$ cat src/rtl/alu_pkg.sv
// alu_pkg: shared ALU opcodes, widths, sequencer state type and opcode helpers
//   Used by alu_share_ctrl and its testbench; no ports.
package alu_pkg;
  localparam int DATA_W = 32;
  localparam int OP_W   = 5;
  localparam logic [OP_W-1:0] OP_NULL = 5'd0;
  localparam logic [OP_W-1:0] OP_ADD  = 5'd1;
  localparam logic [OP_W-1:0] OP_SUB  = 5'd2;
  localparam logic [OP_W-1:0] OP_AND  = 5'd3;
  localparam logic [OP_W-1:0] OP_OR   = 5'd4;
  localparam logic [OP_W-1:0] OP_XOR  = 5'd5;
  localparam logic [OP_W-1:0] OP_SLL  = 5'd6;
  localparam logic [OP_W-1:0] OP_SRL  = 5'd7;
  localparam logic [OP_W-1:0] OP_SRA  = 5'd8;
  localparam logic [OP_W-1:0] OP_SLT  = 5'd9;
  localparam logic [OP_W-1:0] OP_SLTU = 5'd10;
  localparam logic [OP_W-1:0] OP_ADDI = 5'd11;
  localparam logic [OP_W-1:0] OP_MUL  = 5'd12;
  localparam logic [OP_W-1:0] OP_MULI = 5'd13;
  localparam logic [OP_W-1:0] OP_DIV  = 5'd14;
  localparam logic [OP_W-1:0] OP_DIVI = 5'd15;
  typedef enum logic [1:0] {IDLE, EXEC, RESP} state_t;
  function automatic logic is_muldiv(input logic [OP_W-1:0] op);
    return op inside {OP_MUL, OP_MULI, OP_DIV, OP_DIVI};
  endfunction
endpackage

$ cat src/rtl/rr_arbiter2.sv
// rr_arbiter2: two-way round-robin grant selection
//   i_req[1:0]    pending requests (bit N = port N)
//   i_last_grant  port granted most recently
//   o_grant       index of the port to serve (meaningful when o_any_req)
//   o_any_req     at least one request pending
module rr_arbiter2 (
  input  logic [1:0] i_req,
  input  logic       i_last_grant,
  output logic       o_grant,
  output logic       o_any_req
);
  assign o_any_req = |i_req;
  // a tie goes to the port that did not win last time; otherwise the sole requester
  assign o_grant = &i_req ? ~i_last_grant : i_req[1];
endmodule

$ cat src/rtl/alu_share_ctrl.sv
// alu_share_ctrl: round-robin sequencer sharing one combinational ALU between two requesters
//   Build option ALU_SHARE_MULTICYCLE_EN: MUL/MULI/DIV/DIVI hold the ALU for MULDIV_LAT cycles;
//   without it every op executes in a single cycle and MULDIV_LAT is ignored.
//   clk, rst_n                 clock, asynchronous active-low reset
//   reqN_valid/ready/op/a/b    request port 0 (execute stage) and port 1 (in-memory compute)
//   alu_control/alu_a/alu_b    operands to the shared ALU (zero when not executing)
//   alu_result/zero/less_than  ALU outputs, captured at the end of execution
//   rsp_valid/ready            response handshake carrying rsp_id, rsp_result, rsp_zero, rsp_lt
module alu_share_ctrl
  import alu_pkg::*;
#(
  parameter int DATA_W     = 32,
  parameter int OP_W       = 5,
  parameter int MULDIV_LAT = 4
) (
  input  logic              clk,
  input  logic              rst_n,
  input  logic              req0_valid,
  output logic              req0_ready,
  input  logic [OP_W-1:0]   req0_op,
  input  logic [DATA_W-1:0] req0_a,
  input  logic [DATA_W-1:0] req0_b,
  input  logic              req1_valid,
  output logic              req1_ready,
  input  logic [OP_W-1:0]   req1_op,
  input  logic [DATA_W-1:0] req1_a,
  input  logic [DATA_W-1:0] req1_b,
  output logic [OP_W-1:0]   alu_control,
  output logic [DATA_W-1:0] alu_a,
  output logic [DATA_W-1:0] alu_b,
  input  logic [DATA_W-1:0] alu_result,
  input  logic              alu_zero,
  input  logic              alu_less_than,
  output logic              rsp_valid,
  input  logic              rsp_ready,
  output logic              rsp_id,
  output logic [DATA_W-1:0] rsp_result,
  output logic              rsp_zero,
  output logic              rsp_lt
);
  state_t            r_state;
  logic              r_last;
  logic              r_id;
  logic [OP_W-1:0]   r_op;
  logic [DATA_W-1:0] r_a;
  logic [DATA_W-1:0] r_b;
  logic [DATA_W-1:0] r_result;
  logic              r_zero;
  logic              r_lt;
  logic              w_grant;
  logic              w_any;
  logic              w_accept;
  logic              w_exec;
  logic              w_done;
  logic [OP_W-1:0]   w_op;

  rr_arbiter2 u_arb (
    .i_req        ({req1_valid, req0_valid}),
    .i_last_grant (r_last),
    .o_grant      (w_grant),
    .o_any_req    (w_any)
  );

  // ready is gated by rst_n so it reads 0 while reset is held, not just after it
  assign w_accept   = rst_n && r_state == IDLE && w_any;
  assign req0_ready = w_accept && !w_grant;
  assign req1_ready = w_accept && w_grant;
  assign w_op       = w_grant ? req1_op : req0_op;
  assign w_exec     = r_state == EXEC;
  assign alu_control = w_exec ? r_op : '0;
  assign alu_a      = w_exec ? r_a : '0;
  assign alu_b      = w_exec ? r_b : '0;
  assign rsp_valid  = r_state == RESP;
  assign rsp_id     = r_id;
  assign rsp_result = r_result;
  assign rsp_zero   = r_zero;
  assign rsp_lt     = r_lt;

`ifdef ALU_SHARE_MULTICYCLE_EN
  localparam int CW = (MULDIV_LAT > 1) ? $clog2(MULDIV_LAT) : 1;
  logic [CW-1:0] r_cnt;
  // cnt holds the EXEC cycles still to go after the current one
  assign w_done = r_cnt == '0;
  always_ff @(posedge clk or negedge rst_n) begin
    if (!rst_n)
      r_cnt <= '0;
    else if (w_accept)
      r_cnt <= is_muldiv(w_op) ? CW'(MULDIV_LAT - 1) : '0;
    else if (w_exec && !w_done)
      r_cnt <= r_cnt - CW'(1);
  end
`else
  assign w_done = 1'b1;
`endif

  always_ff @(posedge clk or negedge rst_n) begin
    if (!rst_n) begin
      r_state  <= IDLE;
      r_last   <= 1'b1;
      r_id     <= 1'b0;
      r_op     <= '0;
      r_a      <= '0;
      r_b      <= '0;
      r_result <= '0;
      r_zero   <= 1'b0;
      r_lt     <= 1'b0;
    end else begin
      case (r_state)
        IDLE: if (w_any) begin
          r_op    <= w_op;
          r_a     <= w_grant ? req1_a : req0_a;
          r_b     <= w_grant ? req1_b : req0_b;
          r_id    <= w_grant;
          r_last  <= w_grant;
          r_state <= EXEC;
        end
        EXEC: if (w_done) begin
          r_result <= alu_result;
          r_zero   <= alu_zero;
          r_lt     <= alu_less_than;
          r_state  <= RESP;
        end
        RESP: if (rsp_ready) r_state <= IDLE;
        default: r_state <= IDLE;
      endcase
    end
  end
endmodule

$ cat config.mk
export PLATFORM = sky130hd
export DESIGN_NAME = alu_share_ctrl
export DESIGN_NICKNAME = d
export VERILOG_FILES = /design/src/rtl/alu_pkg.sv /design/src/rtl/rr_arbiter2.sv /design/src/rtl/alu_share_ctrl.sv
export SDC_FILE = /design/constraint.sdc
export NUM_CORES = 1
export LEC_CHECK = 0
export CORE_MARGIN = 2
export CORE_UTILIZATION = 43
export CTS_BUF_LIST = sky130_fd_sc_hd__clkbuf_4 sky130_fd_sc_hd__clkbuf_8
export DETAILED_ROUTE_END_ITERATION = 16
export MAX_ROUTING_LAYER = met4
export PLACE_DENSITY = 0.87
export SKIP_CTS_REPAIR_TIMING = 1
export SYNTH_ARGS = -nofsm -noshare
export SYNTH_HDL_FRONTEND = slang
export SYNTH_HIERARCHICAL = 1
export SYNTH_SLANG_ARGS = --single-unit
$ cat constraint.sdc
create_clock -name clk -period 2.05 [get_ports clk]
set_input_delay 0.41 -clock clk [delete_from_list [all_inputs] [get_ports clk]]
set_output_delay 0.41 -clock clk [all_outputs]
set_load 0.01 [all_outputs]
==> results.md, run 1 <==
- Sequential area share after synthesis: 44.9%
- Number of vias per cell: 4.84
- DRT iter0 DRCs: 143
- CTS H-Tree Depth: 3
- CP Capture Type: output port
- CP Max Fanout: 6
- Clk buf depth: 2
- M2 GR Usage: 34.8%
- Busiest metal layer after global routing: met2
- Crit path buffers/inverters: 4
- Initial antenna violation count: 0
- Critical path's top delay family: buffers and inverters
- Clk root buf: clkbuf_8
- Startpoint types: flip-flop
- Final Util: 69.5%
- Port Buf Inserts: 283
- Leakage power total: 4.81 nW
- Synth Cell Area: 0.00596 mm^2
- Drt pass-1 iters: 4
- Routability Congestion: 0.769
- Final wirelength: 16,500 um
- Cell count after synthesis: 387
- Core box area: 0.0137 mm^2
- RSZ-0062 raised after global routing: true
- Setup TNS Final: 0 ns
- Final non-filler cell area: 0.00954 mm^2
- Post-detail-place hpwl: 11,400 um
- Synth area leader: dfrtp_1
- Minimum clock period: 2.04 ns
- PD cells: 1320 mW/mm^2
- Slowest stage delay, CP: 0.41 ns
- CP required: 1.64 ns
- ANT nets after route: 0
- Pin count of the biggest net entering global routing: 108
- Die Y: 122 um
- Met1 GRT Util: 22.9%
- N_diodes: 0
- Initial Util: 43.4%
- FP Rows: 43
- Hold WS: 0.149 ns
- Die area: 0.0148 mm^2
- Critical path arrival: 1.63 ns
- Global-route usage over all layers: 20.0%
- Rel. slew slack: 61.5%
- Top post-synthesis cells by area: dfrtp_1, mux2_4, mux2_2, and2_1, buf_12
- Post-Syn Area per Cell: 15.4 um^2
- Setup WS post-layout: 0.00706 ns
- CP Class: reg -> out
- Final #Nets: 870
- Clk_lat worst skew: 0.37 ns
- Syn nets: 564
- First-pass GRT wire length: 22,300 um
- Status: complete, no violations
- Clock-pin slew on the worst setup and hold paths: 0.10 ns
- WL/cell: 18.8 um
- Drc violations: 0
- Slowest cell on crit path: dfrtp_1
- Post-synth top area share: 44.5%
- Final Hold Fails: 0
- Yosys warns: 6
- Layout overhead on the synthesized area: 60.1%
- Clock sink total: 107
- Die width: 122 um
- Vias in the first global route: 4,444
- Placement Cell Area: 0.00898 mm^2
- Pins over their slew limit: 0
- Peak supply drop: 0.866 mV
- Share of layout cells above drive strength 1: 42.6%
- Max-cap violations: 0
- Cts bufs inserted: 9
- Hold Crit Class: in -> async
- Worst slew pin tran: 0.577 ns
- Clk_skew: 0.0136 ns
- Final period util: 99.7%
- Placed Instances: 844
- Yosys reg bits: 107
- Worst slack at placement: -0.325 ns
- Distinct cells, synth: 20
- Via Count: 4,241
- CP Cell Sequence: nor2b_4 > buf_12 > buf_8 > clkbuf_16 > and2_4 > buf_6
- Met3 Usage GRT: 3.93%
- IO Count: 284
- Fin cells: 877
- Setup violations, final: 0
- Max Clk Rate: 0.489 GHz
- Total power: 12.6 mW
- CTS tree: yes
- Final global-route overflow total: 0
path summary, 6_finish.rpt:
kind                             from  slack (ns)        end  depth (start not counted)
min in group clk              r_b[19]        0.51    r_b[19]                          1
max                        r_state[1]       0.007  alu_a[19]                          6
min                             rst_n        0.15    r_a[10]                          2
min reg2reg                   r_b[19]        0.51    r_b[19]                          1
max in group asynchronous       rst_n        1.42     r_last                          2
max reg2reg                r_state[1]        0.18    r_b[29]                          6
cell usage after synthesis:
cell type	n
clkbuf_1	1
and3_1	1
mux2_4	132
dfstp_2	1
and3b_1	1
buf_8	4
mux2_2	41
buf_6	3
nor3b_2	1
dfrtp_1	106
clkbuf_2	7
or2_1	1
a21o_1	1
mux2_1	1
buf_12	8
and2_1	69
inv_1	1
nor2b_1	2
buf_4	5
a21boi_1	1
sequential cells by signal, indices dropped and copies added, names as in the netlist:
register,cells
rsp_id,1
r_state,2
r_last,1
rsp_lt,1
r_op,5
r_b,32
rsp_zero,1
r_a,32
rsp_result,32
layer usage:
| layer | share of wire (%) | vias up | wire length, um |
|---|---|---|---|
| met3 | 6.5 | 28 | 1060 |
| met1 | 40 | 2078 | 6610 |
| li1 | - | 1938 | - |
| met5 | 0 | - | 0 |
| met4 | 2.2 | 0 | 362 |
| met2 | 51 | 197 | 8420 |
layout by cell type, fill, tap and decap left out, types with 2 or more instances in the layout:
| master | synthesis | layout |
|---|---|---|
| clkdlybuf4s50_1 | 0 | 210 |
| mux2_4 | 132 | 132 |
| dfrtp_1 | 106 | 106 |
| and2_1 | 69 | 44 |
| mux2_2 | 41 | 41 |
| dlymetal6s2s_1 | 0 | 33 |
| buf_6 | 3 | 26 |
| and2_4 | 0 | 25 |
| buf_4 | 5 | 23 |
| clkbuf_2 | 7 | 12 |
| clkbuf_8 | 0 | 11 |
| buf_12 | 8 | 10 |
| clkbuf_16 | 0 | 4 |
| buf_8 | 4 | 3 |
| clkinvlp_4 | 0 | 2 |
| buf_2 | 0 | 2 |
cells by family (layout without fill, tap and decap cells):
kind of cell / after synthesis / after routing / synth area share, %
buffers and inverters: 29 / 339 / 5.60
muxes: 174 / 174 / 41.2
and+or+nand+nor: 75 / 75 / 8.02
DFF: 107 / 107 / 44.9
AOI/OAI and AO/OA: 2 / 2 / 0.252
worst register-to-register path: cells and delay by family, from the launching register on:
family | cells | cell delay, ns
buffers and inverters | 4 | 0.75
flip-flops | 1 | 0.41
multiplexers | 1 | 0.36
AND/OR/NAND/NOR | 1 | 0.25
cell type report:
cell class,instances,area [um^2]
clock buffers,11,151
flip-flops and latches,107,2680
repair buffers,323,3400
clock inverters,4,50.0
well taps,180,225
fillers,928,4180
inverters,1,3.75
multi-input cells,251,3040
where the power goes:
part	switching, mW	total, mW	internal (mW)
Clock	0.715	1.34	0.624
Combinational	2.62	7.36	4.74
Sequential	0.648	3.87	3.22
Total	3.98	12.6	8.58
Note: power is estimated with default switching activity, not from simulation.
==> run 2: changes to the inputs <==
--- a/config.mk
+++ b/config.mk
@@ -6,11 +6,11 @@
 export NUM_CORES = 1
 export LEC_CHECK = 0
 export CORE_MARGIN = 2
-export CORE_UTILIZATION = 43
+export CORE_UTILIZATION = 46
 export CTS_BUF_LIST = sky130_fd_sc_hd__clkbuf_4 sky130_fd_sc_hd__clkbuf_8
 export DETAILED_ROUTE_END_ITERATION = 16
 export MAX_ROUTING_LAYER = met4
-export PLACE_DENSITY = 0.87
+export PLACE_DENSITY = 0.92
 export SKIP_CTS_REPAIR_TIMING = 1
 export SYNTH_ARGS = -nofsm -noshare
 export SYNTH_HDL_FRONTEND = slang
==> constraint.sdc (replaced) <==
create_clock -name clk -period 2.55 [get_ports clk]
set_input_delay 0.51 -clock clk [delete_from_list [all_inputs] [get_ports clk]]
set_output_delay 0.51 -clock clk [all_outputs]
set_load 0.01 [all_outputs]
==> run 2 against run 1 <==
  * Cell area decreased by 3.5%
  * Sequential power decreased by 20%
  * Via count decreased by 1.7%
  * Non-clock buffer count decreased by 20
  * Die area decreased by 6.3%
  * Flip-flop and latch count unchanged
  * Power decreased by 24%
==> results.md, run 2 (same netlist as run 1, synthesis figures left out) <==
- Status: complete, no violations
- Drt pass-1 iters: 4
- IO Count: 284
- Layout overhead on the synthesized area: 54.5%
- Cts bufs inserted: 9
- Setup TNS Final: 0 ns
- Core box area: 0.0126 mm^2
- Port Buf Inserts: 283
- Critical path arrival: 1.98 ns
- Final #Nets: 850
- Total power: 9.61 mW
- Initial antenna violation count: 0
- WL/cell: 18.4 um
- Reg2reg end: r_a[19]
- Share of layout cells above drive strength 1: 31.7%
- Final Hold Fails: 0
- Final non-filler cell area: 0.00921 mm^2
- Pin count of the biggest net entering global routing: 64
- ANT nets after route: 0
- First-pass GRT wire length: 24,600 um
- DRT iter0 DRCs: 179
- Clk root buf: clkbuf_8
- Rel. slew slack: 48.7%
- Peak supply drop: 0.549 mV
- Vias in the first global route: 4,732
- CTS H-Tree Depth: 3
- Routability Congestion: 0.799
- Commonest non-fill, non-tap cell in the layout: clkdlybuf4s50_1
- Setup violations, final: 0
- Worst slack at placement: -0.0373 ns
- Placed Instances: 829
- Max-cap violations: 0
- Drc violations: 0
- Pins over their slew limit: 0
- Fin cells: 850
- Final wirelength: 15,600 um
- CP Max Fanout: 36
- Leakage power total: 4.18 nW
- Die Y: 118 um
- Post-detail-place hpwl: 11,700 um
- Clock sink total: 107
- CP Class: reg -> out
- Global-route usage over all layers: 22.9%
- Minimum clock period: 2.49 ns
- Clk_lat worst skew: 0.36 ns
- CTS tree: yes
- Startpoint types: flip-flop
- Placement Cell Area: 0.00886 mm^2
- CP required: 2.04 ns
- FP Rows: 41
- CP Capture Type: output port
- PD cells: 1040 mW/mm^2
- Initial Util: 47.2%
- RSZ-0062 raised after global routing: true
- Final period util: 97.8%
- Max Clk Rate: 0.401 GHz
- Via Count: 4,170
- Most frequent cells in the layout: clkdlybuf4s50_1, mux2_4, dfrtp_1
- N_diodes: 0
- Worst slew pin tran: 0.770 ns
- Clk_skew: 0.0114 ns
- Hold Crit Class: in -> async
- Clock-pin slew on the worst setup and hold paths: 0.11 ns
- Die width: 118 um
- Clk buf depth: 2
- R2r startpoint: r_state[0]
- Reg2reg setup slack: 0.67 ns
- Final global-route overflow total: 0
- Number of vias per cell: 4.91
- Setup WS post-layout: 0.0571 ns
- Worst Reg-to-Reg Cells: 5
- Die area: 0.0139 mm^2
-- run 2: cell count changes in the layout (fill, tap and decap cells not counted), sizes merged --
cell,change
clkdlybuf4s50,+62
buf,-45
dlymetal6s2s,-23
clkbuf,-16
inv,+4
clkinvlp,-1
-- run 2: worst max path at each step --
| stage | startpoint | to | slack [ns] | cells past startpoint |
|---|---|---|---|---|
| final | r_state[1] | alu_control[0] | 0.06 | 5 |
| after global routing | r_state[1] | alu_control[0] | -0.01 | 5 |
| after CTS | r_state[0] | alu_control[0] | -0.07 | 4 |
| after detailed placement | req1_valid | req0_ready | -0.04 | 5 |
| after global placement | req1_valid | req1_ready | -0.02 | 5 |
| after floorplan | req1_valid | req1_ready | 0.66 | 5 |
-- run 2: per-stage QoR --
step,util [%],hold WS [ns]
final,73.0,0.264
after floorplan,-,0.214
after CTS,72.0,0.276
after global routing,73.0,0.299
after global placement,70.2,0.485
after detailed placement,70.2,0.484
-- run 2: cell type report --
type	instances	area (um^2)
tap	172	215
multi-input combinational	251	2970
clock buffer	9	124
fill	820	3410
sequential	107	2680
clock inverter	7	93.8
timing repair buffer	303	3120
inverter	1	3.75
-- run 2: routing by layer --
metal | wire (um) | vias to the layer above | GRT usage, %
met5 | 0 | - | -
li1 | - | 1896 | -
met4 | 488 | 0 | 9.71
met3 | 833 | 40 | 4.41
met1 | 6110 | 2034 | 25.7
met2 | 8200 | 200 | 39.8
-- run 2: power by group --
group          internal [mW]  leakage, nW  total (mW)  switching [mW]
Combinational           3.51         2.82        5.42            1.91
Sequential              2.59         1.25        3.08           0.489
Clock                  0.484        0.107        1.12           0.633
-- run 2: worst max-delay path: stages, from the launching register on --
cell and delay [ns]:
dfrtp_2 0.45, nor2b_4 0.16, buf_12 0.12, buf_12 0.16, and2_1 0.18, clkdlybuf4s50_1 0.55
